==> src/rtl/sa_sched_pkg.sv <==
// Shared constants for the systolic-array tile scheduler: state encodings,
// default widths and the watchdog counter width.
package sa_sched_pkg;

  localparam int unsigned RT_W_DEF      = 8;
  localparam int unsigned KT_W_DEF      = 8;
  localparam int unsigned TO_CYCLES_DEF = 1024;
  localparam int unsigned WD_W_DEF      = $clog2(TO_CYCLES_DEF + 1);

  localparam int unsigned ST_W = 3;

  localparam logic [ST_W-1:0] S_IDLE    = 3'd0;
  localparam logic [ST_W-1:0] S_LOAD    = 3'd1;
  localparam logic [ST_W-1:0] S_START   = 3'd2;
  localparam logic [ST_W-1:0] S_WAIT_SA = 3'd3;
  localparam logic [ST_W-1:0] S_ACC     = 3'd4;
  localparam logic [ST_W-1:0] S_WRITE   = 3'd5;
  localparam logic [ST_W-1:0] S_DONE    = 3'd6;

endpackage

==> src/rtl/sa_tile_scheduler_counter.sv <==
// Nested row-tile / K-tile index counter with last-tile flags; latches the
// job counts so the last-tile compare is done at full width against count-1.
module sa_tile_counter #(
  parameter int unsigned RT_W = 8,
  parameter int unsigned KT_W = 8
) (
  input  logic            clk_i,
  input  logic            rst_i,
  input  logic            cfg_i,
  input  logic [RT_W-1:0] num_rt_i,
  input  logic [KT_W-1:0] num_kt_i,
  input  logic            kt_inc_i,
  input  logic            rt_inc_i,
  output logic [RT_W-1:0] rt_o,
  output logic [KT_W-1:0] kt_o,
  output logic            rt_last_c_o,
  output logic            kt_last_c_o
);

  logic [RT_W-1:0] num_rt_q, num_rt_d;
  logic [KT_W-1:0] num_kt_q, num_kt_d;
  logic [RT_W-1:0] rt_q, rt_d;
  logic [KT_W-1:0] kt_q, kt_d;

  // Row advance resets the inner index; job config resets both.
  always_comb begin
    num_rt_d = num_rt_q;
    num_kt_d = num_kt_q;
    rt_d     = rt_q;
    kt_d     = kt_q;
    if (cfg_i) begin
      num_rt_d = num_rt_i;
      num_kt_d = num_kt_i;
      rt_d     = '0;
      kt_d     = '0;
    end else if (rt_inc_i) begin
      rt_d = rt_q + RT_W'(1);
      kt_d = '0;
    end else if (kt_inc_i) begin
      kt_d = kt_q + KT_W'(1);
    end
  end

  always_ff @(posedge clk_i) begin
    if (rst_i) begin
      num_rt_q <= '0;
      num_kt_q <= '0;
      rt_q     <= '0;
      kt_q     <= '0;
    end else begin
      num_rt_q <= num_rt_d;
      num_kt_q <= num_kt_d;
      rt_q     <= rt_d;
      kt_q     <= kt_d;
    end
  end

  assign rt_o        = rt_q;
  assign kt_o        = kt_q;
  assign rt_last_c_o = (rt_q == (num_rt_q - RT_W'(1)));
  assign kt_last_c_o = (kt_q == (num_kt_q - KT_W'(1)));

endmodule

==> src/rtl/sa_tile_scheduler.sv <==
// Tile sequencer for the systolic-array matmul: load, start, wait, accumulate,
// write back per row tile. Define SA_TIMEOUT_EN to add the WAIT_SA watchdog and O_ERR.
module sa_tile_scheduler
  import sa_sched_pkg::*;
#(
  parameter int unsigned RT_W = RT_W_DEF,
  parameter int unsigned KT_W = KT_W_DEF
`ifdef SA_TIMEOUT_EN
  , parameter int unsigned TO_CYCLES = TO_CYCLES_DEF
`endif
) (
  input  logic            I_CLK,
  input  logic            I_RST,
  input  logic            I_CFG_VLD,
  input  logic [RT_W-1:0] I_NUM_RT,
  input  logic [KT_W-1:0] I_NUM_KT,
  output logic            O_CFG_RDY,
  output logic            O_LD_REQ,
  output logic [RT_W-1:0] O_LD_RT,
  output logic [KT_W-1:0] O_LD_KT,
  input  logic            I_LD_ACK,
  output logic            O_SA_START,
  input  logic            I_SA_OUT_VLD,
  output logic            O_ACC_EN,
  output logic            O_ACC_CLR,
  output logic            O_WR_REQ,
  output logic [RT_W-1:0] O_WR_RT,
  input  logic            I_WR_RDY,
  output logic            O_BUSY,
  output logic            O_DONE
`ifdef SA_TIMEOUT_EN
  , output logic          O_ERR
`endif
);

  logic [ST_W-1:0] state_q, state_d;
  logic            cfg_rdy_q, cfg_rdy_d;
  logic            ld_req_q, ld_req_d;
  logic            sa_start_q, sa_start_d;
  logic            acc_en_q, acc_en_d;
  logic            acc_clr_q, acc_clr_d;
  logic            wr_req_q, wr_req_d;
  logic            busy_q, busy_d;
  logic            done_q, done_d;
  logic            sa_vld_q;

  logic            cnt_cfg, kt_inc, rt_inc;
  logic [RT_W-1:0] rt_idx;
  logic [KT_W-1:0] kt_idx;
  logic            rt_last, kt_last;
  logic            sa_edge;
  logic            zero_job;
  logic            wd_expire;

  assign sa_edge  = I_SA_OUT_VLD & ~sa_vld_q;
  assign zero_job = (I_NUM_RT == '0) || (I_NUM_KT == '0);

  sa_tile_counter #(
    .RT_W (RT_W),
    .KT_W (KT_W)
  ) u_cnt (
    .clk_i       (I_CLK),
    .rst_i       (I_RST),
    .cfg_i       (cnt_cfg),
    .num_rt_i    (I_NUM_RT),
    .num_kt_i    (I_NUM_KT),
    .kt_inc_i    (kt_inc),
    .rt_inc_i    (rt_inc),
    .rt_o        (rt_idx),
    .kt_o        (kt_idx),
    .rt_last_c_o (rt_last),
    .kt_last_c_o (kt_last)
  );

`ifdef SA_TIMEOUT_EN
  localparam int unsigned WdW = $clog2(TO_CYCLES + 1);

  logic [WdW-1:0] wd_q, wd_d;
  logic           err_q, err_d;

  // Watchdog counts consecutive WAIT_SA cycles; O_ERR is sticky until the next job.
  always_comb begin
    wd_d  = '0;
    err_d = err_q;
    if (state_q == S_WAIT_SA) wd_d = wd_q + WdW'(1);
    if ((state_q == S_IDLE) && I_CFG_VLD) err_d = 1'b0;
    else if (wd_expire && !sa_edge)       err_d = 1'b1;
  end

  assign wd_expire = (state_q == S_WAIT_SA) && (wd_q == WdW'(TO_CYCLES - 1));

  always_ff @(posedge I_CLK) begin
    if (I_RST) begin
      wd_q  <= '0;
      err_q <= 1'b0;
    end else begin
      wd_q  <= wd_d;
      err_q <= err_d;
    end
  end

  assign O_ERR = err_q;
`else
  assign wd_expire = 1'b0;
`endif

  // Next state plus output lookahead so every strobe is a flop aligned with its state.
  always_comb begin
    state_d = state_q;
    cnt_cfg = 1'b0;
    kt_inc  = 1'b0;
    rt_inc  = 1'b0;
    case (state_q)
      S_IDLE: begin
        if (I_CFG_VLD) begin
          cnt_cfg = 1'b1;
          state_d = zero_job ? S_DONE : S_LOAD;
        end
      end
      S_LOAD:    if (I_LD_ACK) state_d = S_START;
      S_START:   state_d = S_WAIT_SA;
      S_WAIT_SA: begin
        if (sa_edge)        state_d = S_ACC;
        else if (wd_expire) state_d = S_IDLE;
      end
      S_ACC: begin
        if (kt_last) begin
          state_d = S_WRITE;
        end else begin
          kt_inc  = 1'b1;
          state_d = S_LOAD;
        end
      end
      S_WRITE: begin
        if (I_WR_RDY) begin
          if (rt_last) begin
            state_d = S_DONE;
          end else begin
            rt_inc  = 1'b1;
            state_d = S_LOAD;
          end
        end
      end
      S_DONE:  state_d = S_IDLE;
      default: state_d = S_IDLE;
    endcase

    cfg_rdy_d  = (state_d == S_IDLE);
    busy_d     = (state_d != S_IDLE);
    ld_req_d   = (state_d == S_LOAD);
    sa_start_d = (state_d == S_START);
    acc_en_d   = (state_d == S_ACC);
    acc_clr_d  = (state_d == S_ACC) && (kt_idx == '0);
    wr_req_d   = (state_d == S_WRITE);
    done_d     = (state_d == S_DONE);
  end

  always_ff @(posedge I_CLK) begin
    if (I_RST) begin
      state_q    <= S_IDLE;
      cfg_rdy_q  <= 1'b1;
      busy_q     <= 1'b0;
      ld_req_q   <= 1'b0;
      sa_start_q <= 1'b0;
      acc_en_q   <= 1'b0;
      acc_clr_q  <= 1'b0;
      wr_req_q   <= 1'b0;
      done_q     <= 1'b0;
      sa_vld_q   <= 1'b0;
    end else begin
      state_q    <= state_d;
      cfg_rdy_q  <= cfg_rdy_d;
      busy_q     <= busy_d;
      ld_req_q   <= ld_req_d;
      sa_start_q <= sa_start_d;
      acc_en_q   <= acc_en_d;
      acc_clr_q  <= acc_clr_d;
      wr_req_q   <= wr_req_d;
      done_q     <= done_d;
      sa_vld_q   <= I_SA_OUT_VLD;
    end
  end

  assign O_CFG_RDY  = cfg_rdy_q;
  assign O_BUSY     = busy_q;
  assign O_LD_REQ   = ld_req_q;
  assign O_LD_RT    = rt_idx;
  assign O_LD_KT    = kt_idx;
  assign O_SA_START = sa_start_q;
  assign O_ACC_EN   = acc_en_q;
  assign O_ACC_CLR  = acc_clr_q;
  assign O_WR_REQ   = wr_req_q;
  assign O_WR_RT    = rt_idx;
  assign O_DONE     = done_q;

endmodule

==> config.mk <==
export PLATFORM = sky130hd
export DESIGN_NAME = sa_tile_scheduler
export DESIGN_NICKNAME = d
export VERILOG_FILES = /design/src/rtl/sa_sched_pkg.sv /design/src/rtl/sa_tile_scheduler_counter.sv /design/src/rtl/sa_tile_scheduler.sv
export SDC_FILE = /design/constraint.sdc
export NUM_CORES = 1
export LEC_CHECK = 0
export ABC_AREA = 1
export BUFFER_PORTS_ARGS = -buffer_cell sky130_fd_sc_hd__buf_4
export CELL_PAD_IN_SITES_DETAIL_PLACEMENT = 1
export CELL_PAD_IN_SITES_GLOBAL_PLACEMENT = 2
export CORE_MARGIN = 4
export CORE_UTILIZATION = 31
export CTS_CLUSTER_DIAMETER = 80
export DETAILED_ROUTE_END_ITERATION = 10
export PLACE_DENSITY = 0.82
export SETUP_SLACK_MARGIN = 0.5
export SLEW_MARGIN = 20
export SYNTH_ARGS = -nofsm -noshare
export SYNTH_HDL_FRONTEND = slang
export SYNTH_HIERARCHICAL = 1
export SYNTH_SLANG_ARGS = --single-unit
==> constraint.sdc <==
create_clock -name I_CLK -period 6.35 [get_ports I_CLK]
set_input_delay 0.3175 -clock I_CLK [delete_from_list [all_inputs] [get_ports I_CLK]]
set_output_delay 0.3175 -clock I_CLK [all_outputs]
set_load 0.02 [all_outputs]
==> metrics, run 1 <==
EDFF count, synth=0; DRC=0; Tmin final=2.62 ns; Total Wirelength=6970 um; num ports=54; die width=96.9 um; initial antenna violation count=0; Initial Util=31.7%; TritonCTS clock tree=built; RSZ-0062 raised after global routing=no; hold path depth=3; post-synthesis async set-or-reset flop share=0%; Final ANT Viol Nets=0; gr usage total=15.6%; hold_buf cts=0; sequential share of the synthesized area=35.9%; final net count=451; Hold Path End=sa_vld_q; # Post-CTS Setup Buffers=0; VDD IR max=0.0000854 V; RR Endpoint=u_cnt/rt_o[7]; synth-to-layout area growth=22.7%; Post-DP HPWL=5590 um; WL/cell=13.2 um; Period Utilization, post-route=41.2%; most frequent cells in the layout=nand2_1 (83), nor2_1 (65), buf_4 (53); DR vias/cell=4.63; Mapped Cells=377; Post-Place Cells=520; worst-path fanout max=7; layout cells sized above 1=18.5%; htree depth=2; Finished Layout Cells=528; TritonCTS sink count=44; CP arrival=2.82 ns; Hold/Removal Path Class=input port to flop; Netlist cell types=32; maxcap violations=0; Worst EP required=6.55 ns; r2r setup slk=3.73 ns; RR Startpoint=u_cnt/num_rt_q[0]; die boundary height=96.9 um; Vias=2447; leakage=0.00141 uW; antenna cell count=0; Slew @ Worst Pin=0.748 ns; Fin. Hold Viols=0; Root Driver=clkbuf_8; Post-CTS Resized=0; total negative slack=0 ns; cts bufs inserted=5; CP Capture Type=flop; mapped cell area=2450 sq um; clock-pin transition on the worst setup and hold timing paths=0.09 ns; initial drt markers=38; vias in the first global route=2634; Warnings, synthesis=6; port bufs=53; Seq cells post-synth=44; GRT overflow=0; Max Root-Sink Buffers=2; CP Class=flop to flop; RD Place Congestion=0.805; Final setup viols=0; reg2reg path depth=21; Max Freq=382 MHz; Core Area=7730 sq um; P per Cell Area=225 nW/um^2; pin count of the biggest net entering global routing=27; Hold Startpoint=I_SA_OUT_VLD; status=finished, final reports clean; Startpoint Class=flop; Slew Limit Fails=0; Die ar.=9400 sq um; Final Skew=0.00816 ns; Main synth FF type=dfxtp_1; first-pass GRT wire length=12200 um; Clk Latency, worst-skew pair=0.30 ns; Rows=32; Synth Net Count=403; commonest non-fill, non-tap cell in the layout=nand2_1; router iterations before antenna repair=4; Avg Inst Size Synth=6.50 sq um; Slew headroom=50.1%
critical path, stage by stage, from the launching register on:
cell     delay, ns
dfxtp_1       0.33
inv_1         0.13
ha_1          0.20
inv_1         0.08
nor2_1        0.14
nand3_1       0.09
nand2_1       0.08
nand3_1       0.07
nand2_1       0.07
inv_1         0.03
nand2_1       0.04
nor2_1        0.05
inv_1         0.07
nand2_1       0.06
nor2_1        0.37
nand2_2       0.12
nor2_4        0.14
nand2_2       0.07
nor3_2        0.15
nand2_1       0.09
nor2_1        0.10
nor2_1        0.05
metrics by stage:
step	utilization [%]	setup WS [ns]	hold slack (ns)	total power, uW	area [sq um]
after floorplan	-	4.13	0.386	418	2450
after detailed placement	37.5	3.79	0.479	468	2900
final	38.9	3.73	0.234	675	3010
after global placement	37.5	3.87	0.471	464	2900
after global routing	38.9	3.23	0.234	725	3010
after CTS	38.9	3.69	0.227	689	3010
cell type report:
| type | instances | area [sq um] |
|---|---|---|
| Inverter | 54 | 203 |
| Fill cell | 1015 | 4720 |
| Clock buffer | 6 | 72.6 |
| Multi-Input combinational cell | 267 | 1290 |
| Timing Repair Buffer | 53 | 398 |
| Clock inverter | 2 | 35.0 |
| Tap cell | 102 | 128 |
| Sequential cell | 44 | 881 |
worst max path at each step:
stage	cells after the start	end	slack, ns	from
3_5_place_dp	21	u_cnt/rt_o[7]	3.79	u_cnt/num_rt_q[0]
4_1_cts	22	u_cnt/rt_o[7]	3.69	u_cnt/num_rt_q[0]
2_1_floorplan	21	u_cnt/rt_o[7]	4.13	u_cnt/num_rt_q[0]
6_report	21	u_cnt/rt_o[7]	3.73	u_cnt/num_rt_q[0]
5_1_grt	21	u_cnt/rt_o[7]	3.23	u_cnt/num_rt_q[0]
3_3_place_gp	21	u_cnt/rt_o[7]	3.87	u_cnt/num_rt_q[0]
cells by family (layout without fill, tap and decap cells):
logic type | count (synthesis) | in the layout | share of synthesized area, %
mux | 1 | 1 | 0.408
fa+ha+maj | 4 | 4 | 2.04
simple gates | 210 | 210 | 37.9
flops | 44 | 44 | 35.9
compound gates | 43 | 43 | 9.13
buf+inv | 66 | 115 | 11.4
xor+xnor | 9 | 9 | 3.21
where the power goes:
| group | internal (uW) | total [uW] | leakage, uW | switching (uW) |
|---|---|---|---|---|
| sequential | 293 | 307 | 0.000360 | 14.2 |
| clock | 117 | 215 | 0.0000552 | 98.3 |
| combinational | 58.5 | 153 | 0.000993 | 94.7 |
registers in the layout, summed over array words and instances (netlist names), 3 cells and up:
| signal | count |
|---|---|
| state_q | 3 |
| u_cnt/num_rt_q | 8 |
| u_cnt/kt_o | 8 |
| u_cnt/rt_o | 8 |
| u_cnt/num_kt_q | 8 |
Yosys cell counts (3+ instances only):
library cell / number / area, sq um
nor2_1: 65 / 244
o21ai_0: 18 / 90.1
nand2_1: 83 / 312
a21oi_1: 20 / 100
xor2_1: 3 / 26.3
nor3b_1: 3 / 22.5
xnor2_1: 6 / 52.6
nand2_2: 6 / 37.5
nor3_1: 7 / 35.0
nand3_1: 26 / 130
nand4_1: 5 / 31.3
ha_1: 4 / 50.1
buf_4: 8 / 60.1
dfxtp_1: 44 / 881
inv_1: 51 / 191
nor2_2: 4 / 25.0
routing by layer:
layer  vias up  track usage (%)  routed length [um]  part of all wire (%)
li1       1272                -                   -                     -
met1      1126             19.0                3200                    46
met2        38             27.3                3430                    49
met3        11             3.03                 192                   2.8
met4         0             4.97                 146                   2.1
met5         -                0                   0                     0
Power figures use the tool's default switching activity.
==> run 2: changes to the inputs <==
Settings changed: CORE_UTILIZATION 31 to 29, PLACE_DENSITY 0.82 to 0.77.
Clock period 6.35 ns to 2.6 ns, I/O delays scaled along.
==> metrics, run 2 (same netlist as run 1, synthesis figures left out) <==
status=finished, final reports clean; Logic pwr share=27.3% (+4.6 points); Die ar.=9990 sq um (+6.3%); clock-pin transition on the worst setup and hold timing paths=0.09 ns (about the same); total negative slack=0 ns (unchanged); cts bufs inserted=5 (unchanged); NetSw=549 uW (+170%); pin count of the biggest net entering global routing=17 (-37%); Core Area=8220 sq um (+6.3%); sw frac=33.7% (+3.0 points); leakage=0.00161 uW (+14%); CP Capture Type=flop; antenna cell count=0 (unchanged); Fin. Hold Viols=0 (unchanged); Clk Latency, worst-skew pair=0.30 ns (about the same); Clock Power Share=26.3% (-5.6 points); Startpoint Class=flop; Hold Startpoint=I_SA_OUT_VLD; port bufs=53 (unchanged); die width=100 um (+3.1%); gr usage total=15.3% (-0.23 points); DRC=0 (unchanged); Tmin final=2.19 ns (-0.432 ns); VDD IR max=0.000221 V (+160%); Final setup viols=0 (unchanged); Rows=33 (+3.1%); initial drt markers=56 (+47%); RR Endpoint=O_CFG_RDY; P per Cell Area=471 nW/um^2 (+110%); router iterations before antenna repair=4 (unchanged); layout cells sized above 1=36.2% (+18 points); vias in the first global route=2711 (+2.9%); Root Driver=clkbuf_8; Slew Limit Fails=0 (unchanged); Final Skew=0.00828 ns (+0.000125 ns); Period Utilization, post-route=84.1% (+43 points); Initial Util=29.8% (-1.9 points); Reg power frac=46.4% (+0.9 points); Worst EP required=2.80 ns (-3.75 ns); synth-to-layout area growth=41.2%; die boundary height=100 um (+3.1%); CP arrival=2.39 ns (-0.43 ns); Finished Layout Cells=552 (+4.5%); CP Launch Point=u_cnt/num_rt_q[0]; GRT overflow=0 (unchanged); htree depth=2 (unchanged); Max Freq=457 MHz (+20%); Max Root-Sink Buffers=2 (unchanged); commonest non-fill, non-tap cell in the layout=nand2_1; TritonCTS sink count=44 (unchanged); WL/cell=13.4 um (+1.5%); maxcap violations=0 (unchanged); worst-path fanout max=5 (-2); final net count=473 (+4.9%); fin area=3460 sq um (+15%); TritonCTS clock tree=built; Vias=2575 (+5.2%); initial antenna violation count=0 (unchanged); Slew headroom=70.0% (+20 points); first-pass GRT wire length=12400 um (+1.5%); Post-DP HPWL=5670 um (+1.5%); DR vias/cell=4.66 (+0.66%); RD Place Congestion=0.816 (+1.4%); most frequent cells in the layout=nand2_1 (73), buf_4 (65), nor2_1 (47); Area after DPL=2940 sq um (+1.4%); Total Wirelength=7400 um (+6.1%); Post-Place Cells=525 (+0.96%); hold_buf cts=0 (unchanged); num ports=54 (unchanged); Hold/Removal Path Class=input port to flop; reg2reg path depth=22 (+4.8%); Final ANT Viol Nets=0 (unchanged); RR Startpoint=u_cnt/num_rt_q[0]; internal cell power=1080 uW (+130%); RSZ-0062 raised after global routing=yes; Slew @ Worst Pin=0.450 ns (-0.298 ns); CP Class=flop to flop; r2r setup slk=0.41 ns (-3.32 ns); CP endpoint=O_CFG_RDY
==> run 2: power groups by stage <==
| stage | registers, uW | logic [uW] | clock network [uW] |
|---|---|---|---|
| after global placement | 764 | 379 | 0 |
| after CTS | 753 | 414 | 450 |
| after global routing | 764 | 510 | 479 |
| after detailed placement | 764 | 387 | 0 |
| after floorplan | 767 | 260 | 0 |
| final | 757 | 446 | 428 |
==> run 2: worst min path at each step <==
stage,cells after the start,end
floorplan,1,state_q[0]
global placement,3,sa_vld_q
detailed placement,3,sa_vld_q
CTS,3,sa_vld_q
global route,3,sa_vld_q
finish,3,sa_vld_q
==> run 2: cell type report <==
type | count | area, sq um
tap | 105 | 131
multi-input combinational | 267 | 1550
sequential | 44 | 888
fill | 1053 | 4750
clock inverter | 2 | 12.5
clock buffer | 5 | 68.8
timing repair buffer | 75 | 601
inverter | 54 | 210
==> run 2: timing repair <==
action	CTS	global route
setup buffers	15	5
resized for setup	28	59
setup endpoints to repair	15	23
pin swaps	22	36
==> run 2: metrics by stage <==
| step | util, % | hold slack (ns) | power (uW) | worst slack, ns |
|---|---|---|---|---|
| 3_5_place_dp | 35.8 | 0.362 | 1150 | 0.238 |
| 6_report | 42.1 | 0.0456 | 1630 | 0.414 |
| 2_1_floorplan | - | 0.198 | 1030 | 0.492 |
| 5_1_grt | 42.1 | 0.0516 | 1750 | 0.249 |
| 3_3_place_gp | 35.8 | 0.350 | 1140 | 0.336 |
| 4_1_cts | 39.0 | 0.0433 | 1620 | 0.349 |
==> run 2: layer usage <==
layer,vias to the layer above,track usage [%],share of wire (%)
met5,-,0,0
met4,0,4.31,1.1
met3,8,2.08,3.3
met2,40,28.1,53
met1,1212,18.6,43
li1,1315,-,-
==> run 2: critical path, stage by stage, from the launching register on <==
cell     delay [ns]
dfxtp_2        0.34
inv_2          0.08
ha_4           0.15
inv_4          0.04
nor2_4         0.09
nand3_2        0.07
nand2_2        0.07
nand2_1        0.05
nand2_1        0.05
nand2_1        0.05
inv_1          0.07
nand2_2        0.06
nor2_4         0.12
inv_2          0.06
buf_6          0.11
buf_6          0.10
buf_6          0.11
a21oi_4        0.13
nor2_2         0.05
nand2_1        0.07
nand2_2        0.09
nand2_1        0.08
nor2_1         0.04
==> run 3: changes to the inputs <==
Settings changed: CORE_UTILIZATION 29 to 26, PLACE_DENSITY 0.77 to 0.73.
Clock period 2.6 ns to 2 ns, I/O delays scaled along.
==> metrics, run 3 (same netlist as run 1, synthesis figures left out) <==
filler cell count=1184 (+12%); total chip power=2340 uW (+44%); vias in the first global route=2760 (+1.8%); CP dominant cell by count=nor2_4; final net count=492 (+4.0%); Initial Util=26.7% (-3.2 points); internal cell power=1630 uW (+51%); status=finished with violations; Clock Power Share=32.6% (+6.3 points); footprint of the multi-input gates=1540 sq um (-0.89%); Fin. Hold Viols=0 (unchanged); port bufs=53 (unchanged); most frequent cells in the layout=buf_4 (90), nand2_1 (73), nor2_1 (50); initial drt markers=43 (-23%); first-pass GRT wire length=12600 um (+1.5%); Clk Latency, worst-skew pair=0.30 ns (about the same); Slew headroom=69.9% (about the same); die boundary height=105 um (+5.2%); P per Cell Area=644 nW/um^2 (+37%); violated checks=negative setup slack; Vias=2610 (+1.4%); Post-Place Cells=558 (+6.3%); antenna cell count=0 (unchanged); cts bufs inserted=5 (unchanged); pin count of the biggest net entering global routing=27 (+10); TritonCTS clock tree=built; Logic pwr share=25.5% (-1.8 points); Setup WS post-layout=-0.0970 ns (-0.511 ns); Period Utilization, post-route=105% (+21 points); TritonCTS sink count=44 (unchanged); sw frac=30.3% (-3.4 points); gr usage total=14.0% (-1.3 points); Fin Hold WS=0.0210 ns (-0.0245 ns); Core Util, Final=39.6% (-2.6 points); hold_buf cts=0 (unchanged); RSZ-0062 raised after global routing=yes; Slew @ Worst Pin=0.451 ns (+0.000903 ns); Startpoint Class=flop; crit-path max cell delay=0.33 ns (about the same); CP Capture Type=flop; GRT overflow=0 (unchanged); Slew Limit Fails=0 (unchanged); DRC=0 (unchanged); Total Wirelength=7670 um (+3.6%); CP arrival=2.33 ns (-0.06 ns); router iterations before antenna repair=4 (unchanged); crit path cell chain=inv_2 -> ha_4 -> inv_4 -> nor2_4 -> nand3_2 -> nand2_2 -> nand3_1 -> nand2_1 -> inv_1 -> nand2_1 -> nor2_2 -> inv_2 -> nand2_4 -> nor2_4 -> buf_4 -> nand3_2 -> nor2_4 -> nand2_2 -> inv_4 -> a21oi_1 -> nor3_1; Tmin final=2.10 ns (-0.0889 ns); Final Skew=0.00772 ns (-0.000562 ns); CP Class=flop to flop; Final ANT Viol Nets=0 (unchanged); synth-to-layout area growth=48.4%; layout cells sized above 1=39.2% (+2.9 points); Hold/Removal Path Class=input port to flop; Max Freq=477 MHz (+4.2%); Rows=35 (+6.1%); worst-path fanout max=3 (-2); Setup Slack @ Placement=-0.189 ns (-0.427 ns); clock-pin transition on the worst setup and hold timing paths=0.09 ns (about the same); Final setup viols=16 (+16); Max Root-Sink Buffers=2 (unchanged); area occupied by registers=892 sq um (+0.42%); CP top delay family=simple AND/OR/NAND/NOR gates; Post-DP HPWL=6010 um (+6.0%); Worst EP required=2.23 ns (-0.57 ns); Root Driver=clkbuf_8; CP max stage cell=dfxtp_2; Reg power frac=41.9% (-4.5 points); die width=105 um (+5.2%); VDD IR max=0.000257 V (+17%); RD Place Congestion=0.779 (-4.6%); num ports=54 (unchanged); NetSw=710 uW (+29%); commonest non-fill, non-tap cell in the layout=buf_4; WL/cell=13.3 um (-1.1%); Buf/Inv on CP=6 (-1); initial antenna violation count=0 (unchanged); DR vias/cell=4.52 (-3.2%); Finished Layout Cells=578 (+4.7%); Core Area=9200 sq um (+12%); htree depth=2 (unchanged); maxcap violations=0 (unchanged); leakage=0.00170 uW (+6.0%); Die ar.=11100 sq um (+11%)
## run 3: cell types whose count changed in the layout (fill, tap and decap cells not counted), moves of 3 or more
cell     change
nor2_1       +3
nand3_1      +3
buf_6        -7
buf_4       +25
nor2_2       -4
o21ai_2      +3
nand3_2      -3
## run 3: area by class of cell
cell class / count / share of cell area [%]
Clock buffer: 7 / 2.65
Clock inverter: 1 / 0.825
Inverter: 54 / 5.91
Multi-Input combinational cell: 267 / 42.2
Sequential cell: 44 / 24.5
Tap cell: 111 / 3.82
Timing Repair Buffer: 94 / 20.0
## run 3: power by group through the flow
stage	combinational [uW]	clock [uW]	sequential [uW]
floorplan	355	0	1000
global placement	552	0	996
detailed placement	563	0	997
CTS	581	796	978
global route	682	824	991
finish	597	763	982
## run 3: worst paths after layout
check | start | end | slack (ns) | cells after the start
max | u_cnt/num_rt_q[0] | u_cnt/rt_o[6] | -0.1 | 21
min | I_SA_OUT_VLD | sa_vld_q | 0.02 | 3
min reg2reg | u_cnt/num_kt_q[7] | u_cnt/num_kt_q[7] | 0.51 | 2
max reg2reg | u_cnt/num_rt_q[0] | u_cnt/rt_o[6] | -0.1 | 21
## run 3: per-stage QoR
step	instance area, sq um	setup TNS, ns
2_1_floorplan	2530	0
3_3_place_gp	3220	-0.535
3_5_place_dp	3220	-1.21
4_1_cts	3480	-1.00
5_1_grt	3640	-4.98
6_report	3640	-0.860
## run 3: layer usage
layer	up-vias	wire length, um	track usage, %
li1	1359	-	-
met1	1203	3310	16.1
met2	39	4030	25.8
met3	9	226	2.84
met4	0	103	4.22
met5	-	0	0
## run 3: what timing repair did
item	in CTS	in global routing
resized for setup	22	40
cloned	0	0
setup buffers	9	3
pin swaps	20	28
setup endpoints to repair	24	24
## run 3: tightest hold or removal path, delay by kind of cell
kind	cells	cell delay, ns
buffers and inverters	2	0.12
and+or+nand+nor	1	0.07
